`src/rtl/uart_tx_serializer.sv`:
```
// uart_tx_serializer: 8N1/8N2 UART transmitter, LSB first, with a one-byte holding register.
// Optional feature macro: UART_TX_PARITY_EN inserts an even-parity bit between data and stop.
module uart_tx_serializer #(
  parameter int unsigned CLKS_PER_BIT = 104,
  parameter int unsigned STOP_BITS    = 1
) (
  input  logic       clk,
  input  logic       rst,
  input  logic [7:0] i_byte,
  input  logic       i_byte_v,
  output logic       o_byte_done,
  output logic       o_busy,
  output logic       o_overrun,
  output logic       o_tx
);

  localparam int unsigned   BW        = (CLKS_PER_BIT > 1) ? $clog2(CLKS_PER_BIT) : 1;
  localparam logic [BW-1:0] BAUD_LAST = BW'(CLKS_PER_BIT - 1);
  localparam logic          STOP_LAST = 1'(STOP_BITS - 1);

  localparam logic [2:0] S_IDLE   = 3'd0;
  localparam logic [2:0] S_START  = 3'd1;
  localparam logic [2:0] S_DATA   = 3'd2;
`ifdef UART_TX_PARITY_EN
  localparam logic [2:0] S_PARITY = 3'd3;
`endif
  localparam logic [2:0] S_STOP   = 3'd4;

  logic [2:0]    state_q, state_d;
  logic [BW-1:0] baud_q, baud_d;
  logic [2:0]    bit_q, bit_d;
  logic          stop_q, stop_d;
  logic [7:0]    shift_q, shift_d;
  logic [7:0]    hold_q, hold_d;
  logic          hold_full_q, hold_full_d;
  logic          tx_q, tx_d;
  logic          done_q, done_d;
  logic          busy_q, busy_d;
  logic          ovr_q, ovr_d;
`ifdef UART_TX_PARITY_EN
  logic          par_q, par_d;
`endif

  logic       bit_end;
  logic       frame_end;
  logic       load;
  logic [7:0] load_byte;

  assign bit_end   = (baud_q == BAUD_LAST);
  assign frame_end = (state_q == S_STOP) && bit_end && (stop_q == STOP_LAST);

  always_comb begin
    state_d     = state_q;
    baud_d      = baud_q;
    bit_d       = bit_q;
    stop_d      = stop_q;
    shift_d     = shift_q;
    hold_d      = hold_q;
    hold_full_d = hold_full_q;
    done_d      = 1'b0;
    ovr_d       = 1'b0;
    load        = 1'b0;
    load_byte   = '0;
`ifdef UART_TX_PARITY_EN
    par_d       = par_q;
`endif

    if (state_q != S_IDLE) begin
      baud_d = bit_end ? '0 : baud_q + BW'(1);
    end

    case (state_q)
      S_IDLE: begin
        if (i_byte_v) begin
          load      = 1'b1;
          load_byte = i_byte;
        end
      end
      S_START: begin
        if (bit_end) state_d = S_DATA;
      end
      S_DATA: begin
        if (bit_end) begin
          shift_d = shift_q >> 1;
          bit_d   = bit_q + 3'd1;
`ifdef UART_TX_PARITY_EN
          if (bit_q == 3'd7) state_d = S_PARITY;
`else
          if (bit_q == 3'd7) state_d = S_STOP;
`endif
        end
      end
`ifdef UART_TX_PARITY_EN
      S_PARITY: begin
        if (bit_end) state_d = S_STOP;
      end
`endif
      S_STOP: begin
        if (frame_end) begin
          done_d = 1'b1;
          stop_d = 1'b0;
          if (hold_full_q) begin
            load      = 1'b1;
            load_byte = hold_q;
          end else if (i_byte_v) begin
            load      = 1'b1;
            load_byte = i_byte;
          end else begin
            state_d = S_IDLE;
          end
        end else if (bit_end) begin
          stop_d = 1'b1;
        end
      end
      default: state_d = S_IDLE;
    endcase

    // At frame end a full holding register drains into the shifter, so the offered byte refills it.
    if (i_byte_v && (state_q != S_IDLE)) begin
      if (frame_end) begin
        if (hold_full_q) hold_d = i_byte;
      end else if (!hold_full_q) begin
        hold_d      = i_byte;
        hold_full_d = 1'b1;
      end else begin
        ovr_d = 1'b1;
      end
    end
    if (frame_end && hold_full_q) hold_full_d = i_byte_v;

    if (load) begin
      state_d = S_START;
      baud_d  = '0;
      bit_d   = '0;
      stop_d  = 1'b0;
      shift_d = load_byte;
`ifdef UART_TX_PARITY_EN
      par_d   = ^load_byte;
`endif
    end

    case (state_d)
      S_START:  tx_d = 1'b0;
      S_DATA:   tx_d = shift_d[0];
`ifdef UART_TX_PARITY_EN
      S_PARITY: tx_d = par_d;
`endif
      default:  tx_d = 1'b1;
    endcase

    busy_d = (state_d != S_IDLE) | hold_full_d;
  end

  always_ff @(posedge clk or posedge rst) begin
    if (rst) begin
      state_q     <= S_IDLE;
      baud_q      <= '0;
      bit_q       <= '0;
      stop_q      <= 1'b0;
      shift_q     <= '0;
      hold_q      <= '0;
      hold_full_q <= 1'b0;
      tx_q        <= 1'b1;
      done_q      <= 1'b0;
      busy_q      <= 1'b0;
      ovr_q       <= 1'b0;
`ifdef UART_TX_PARITY_EN
      par_q       <= 1'b0;
`endif
    end else begin
      state_q     <= state_d;
      baud_q      <= baud_d;
      bit_q       <= bit_d;
      stop_q      <= stop_d;
      shift_q     <= shift_d;
      hold_q      <= hold_d;
      hold_full_q <= hold_full_d;
      tx_q        <= tx_d;
      done_q      <= done_d;
      busy_q      <= busy_d;
      ovr_q       <= ovr_d;
`ifdef UART_TX_PARITY_EN
      par_q       <= par_d;
`endif
    end
  end

  assign o_tx        = tx_q;
  assign o_byte_done = done_q;
  assign o_busy      = busy_q;
  assign o_overrun   = ovr_q;

endmodule

```
`config.mk`:
```
export PLATFORM = sky130hd
export DESIGN_NAME = uart_tx_serializer
export DESIGN_NICKNAME = d
export VERILOG_FILES = /design/src/rtl/uart_tx_serializer.sv
export SDC_FILE = /design/constraint.sdc
export NUM_CORES = 1
export LEC_CHECK = 0
export BUFFER_PORTS_ARGS = -buffer_cell sky130_fd_sc_hd__buf_4
export CORE_ASPECT_RATIO = 0.6
export CORE_UTILIZATION = 60
export CTS_BUF_LIST = sky130_fd_sc_hd__clkbuf_4 sky130_fd_sc_hd__clkbuf_8 sky130_fd_sc_hd__clkbuf_16
export DETAILED_ROUTE_END_ITERATION = 8
export MAX_ROUTING_LAYER = met4
export PLACE_DENSITY = 0.8
export SKIP_LAST_GASP = 1
export SLEW_MARGIN = 20
export SYNTH_ARGS = -nofsm -noshare
export SYNTH_HDL_FRONTEND = slang
export SYNTH_SLANG_ARGS = --single-unit
```
`constraint.sdc`:
```
create_clock -name clk -period 5.8 [get_ports clk]
set_clock_uncertainty 0.1 [all_clocks]
set_input_delay 0 -clock clk [delete_from_list [all_inputs] [get_ports clk]]
set_output_delay 0 -clock clk [all_outputs]
set_load 0.01 [all_outputs]
```
==> summary.txt <==
Ant. Diodes -> 0
Post-Place Setup Slack -> 3064 ps
Die ar. -> 0.003346 mm^2
Pre-Repair DR Iteration Count -> 4
Top-area cell type share of the netlist area -> 45.58%
CTS resizes -> 0
Slew HR -> 38.79%
R2R Setup Slk -> 2990 ps
Pint -> 0.0005940 W
F_max -> 355.8 MHz
Worst min path class -> input pin to asynchronous set/reset pin
Post-Syn Instances -> 180
Share of layout cells above drive strength 1 -> 18.81%
Clock Latency Late Sink -> 300 ps
CP Class -> flip-flop to flip-flop
Total grt overflow -> 0
RSZ-0062 raised after global routing -> false
WHS -> 244.9 ps
DRC violations left -> 0
Worst r2r path cells -> 7
Final Hold Viols -> 0
Area leader, netlist -> dfrtp_1
DR iter-0 viols -> 132
Most frequent cells after synthesis -> dfrtp_1 (34), nand2_1 (16), a21oi_1 (9), and3_1 (9), mux2i_1 (9)
# IOs -> 15
Worst Slack Setup Final -> 2990 ps
Synthesized Nets -> 197
Area growth syn-to-layout -> 18.10%
Peak supply drop -> 0.3072 mV
DR vias/cell -> 6.164
Routed WL -> 4132 um
Initial Util -> 64.17%
H-tree depth -> 2
First-pass GRT wire length -> 6686 um
DP HPWL -> 2723 um
CTS tree -> yes
Final Non-Filler Cells -> 244
Number of global-route vias before repair -> 1351
Startpoint Class -> flip-flop
Share of power burned in registers -> 44.0%
Slew @ Worst Pin -> 916.5 ps
Placed Cells -> 226
Clk sink count -> 35
CP most frequent cell -> ha_1
GPL Wtd Cong -> 0.8732
Critical path's largest stage delay -> 400 ps
Pins over their slew limit -> 0
Syn_area_per_cell -> 10.37 um^2
Number of library cell types mapped by synthesis -> 48
Synth warn -> 0
Clk buf depth -> 2
CTS Buf Count -> 5
Power density over cell area -> 390.9 mW/mm^2
CP max stage cell -> nor3_1
CP Data Required Time -> 5880 ps
Leakage power -> 1.044 nW
Mapped cell area -> 0.001867 mm^2
Min Tclk post-route -> 2810 ps
Core box area -> 0.002909 mm^2
Seq cells post-synth -> 35
Outcome -> finished, final reports clean
Total Nets Final -> 218
CP Capture Type -> flip-flop
Post-CTS Hold Fix Bufs -> 10
Seq/Total Area, Yosys -> 46.98%
Max Cap Viol -> 0
Die Width -> 74.01 um
Post-synth EDFFs -> 0
Final Util -> 75.78%
Row count -> 15
Psw -> 0.0002677 W
Final setup viols -> 0
CP cell instances -> ha_1, and3_1, nand2_2, nor3_1, ha_1, nand3_1, mux2_2
Dominant synthesized flop cell -> dfrtp_1
Reg2reg end -> hold_q[5]
Switching share of power -> 31.07%
Most area-consuming cells after synthesis -> dfrtp_1 (46%), mux2i_1 (4.8%), mux2_2 (4.8%)
Final setup TNS -> 0 ps
Clk network pwr share -> 30.7%
Die Ht -> 45.21 um
Clk Tree Root Cell -> clkbuf_8
Reg-to-Reg Start -> baud_q[0]
# port buffers -> 14
Initial antenna violation count -> 0
Period utilization -> 48.46%
FFs w/ async S/R, synth -> 100.0%
Gr usage total -> 29.46%
CP arrival -> 2890 ps
Comb power frac -> 25.2%
WL per Instance -> 16.93 um
Largest net degree at the start of global routing -> 36
Final ANT Viol Nets -> 0
Most frequent cell after synthesis -> dfrtp_1
Worst-path fanout max -> 12
Clk slew on worst S/H paths -> 80 ps
Setup Fix Bufs, Post-CTS -> 0
Vias -> 1504
[stage by stage]
stage | cell area, um^2 | total power, W
after detailed placement | 1968 | 0.0005888
final | 2205 | 0.0008617
after floorplan | 1867 | 0.0005369
after global placement | 1968 | 0.0005747
after CTS | 2205 | 0.0008582
after global routing | 2205 | 0.0009089
[routing by layer]
layer  share of wire [%]  vias up  track usage, %
met3                 7.9        6           8.259
met5                   0        -               -
li1                    -      706               -
met4                 1.0        0           10.00
met2                  43       69           38.91
met1                  49      723           43.09
[power groups by stage]
stage          logic, W  clock network [W]  registers [W]
3_5_place_dp   0.000208                  0       0.000381
5_1_grt        0.000244           0.000276       0.000389
2_1_floorplan  0.000180                  0       0.000356
3_3_place_gp   0.000199                  0       0.000376
4_1_cts        0.000216           0.000266       0.000377
6_report       0.000217           0.000265       0.000379
[cell type report]
cell class,instances,area (um^2)
tap,42,52.55
timing repair buffer,25,212.7
clock buffer,5,68.82
multi-input combinational,127,899.6
sequential,35,877.1
fill,204,704.4
inverter,7,26.28
clock inverter,3,67.56
[worst max path at each step]
| stage | from | endpoint | slack [ps] | cells past startpoint |
|---|---|---|---|---|
| final | baud_q[0] | hold_q[5] | 2990 | 7 |
| after global placement | baud_q[0] | hold_q[6] | 3200 | 7 |
| after detailed placement | baud_q[0] | hold_q[7] | 3060 | 7 |
| after floorplan | baud_q[0] | hold_q[0] | 3440 | 8 |
| after global routing | baud_q[0] | hold_q[5] | 2810 | 7 |
| after CTS | baud_q[0] | hold_q[5] | 3020 | 7 |
[registers in the layout, summed over array words and instances (netlist names), 3 cells and up]
name / flops
hold_q: 8
shift_q: 8
baud_q: 7
bit_q: 3
state_q: 3
[placed cells by master (no fill, tap or decap), drive strengths merged, types with 2 or more instances in the layout]
cell type,Yosys,routed
mux2i,9,9
nor3b,3,3
dlygate4sd3,0,10
nor2,7,7
xor2,2,2
ha,6,6
nor3,4,4
nand2,17,17
a21oi,9,9
a211o,2,2
dfrtp,34,34
o221ai,5,5
mux2,8,8
a311o,2,2
a211oi,3,3
a31oi,4,4
buf,6,15
and2,3,3
inv,6,6
clkbuf,5,5
and3,9,9
nand3,6,6
o21ai,7,7
nand2b,3,3
nor2b,2,2
bufinv,0,2
[cells by family after synthesis]
family	after synthesis	share of synthesized area (%)
muxes	17	9.652
and+or+nand+nor	60	17.63
adders and majority gates	6	4.021
DFF	35	46.98
xor gates and xnor gates	2	0.9385
buffers and inverters	18	4.825
AOI/OAI and AO/OA	42	15.95
[worst max-delay path: cells and delay by family (launching register included)]
| kind | cells | cell delay (ps) |
|---|---|---|
| multiplexers | 1 | 400 |
| AND/OR/NAND/NOR | 4 | 1250 |
| flip-flops | 1 | 380 |
| adder cells (fa/ha/maj) | 2 | 570 |
Power figures use the tool's default switching activity.
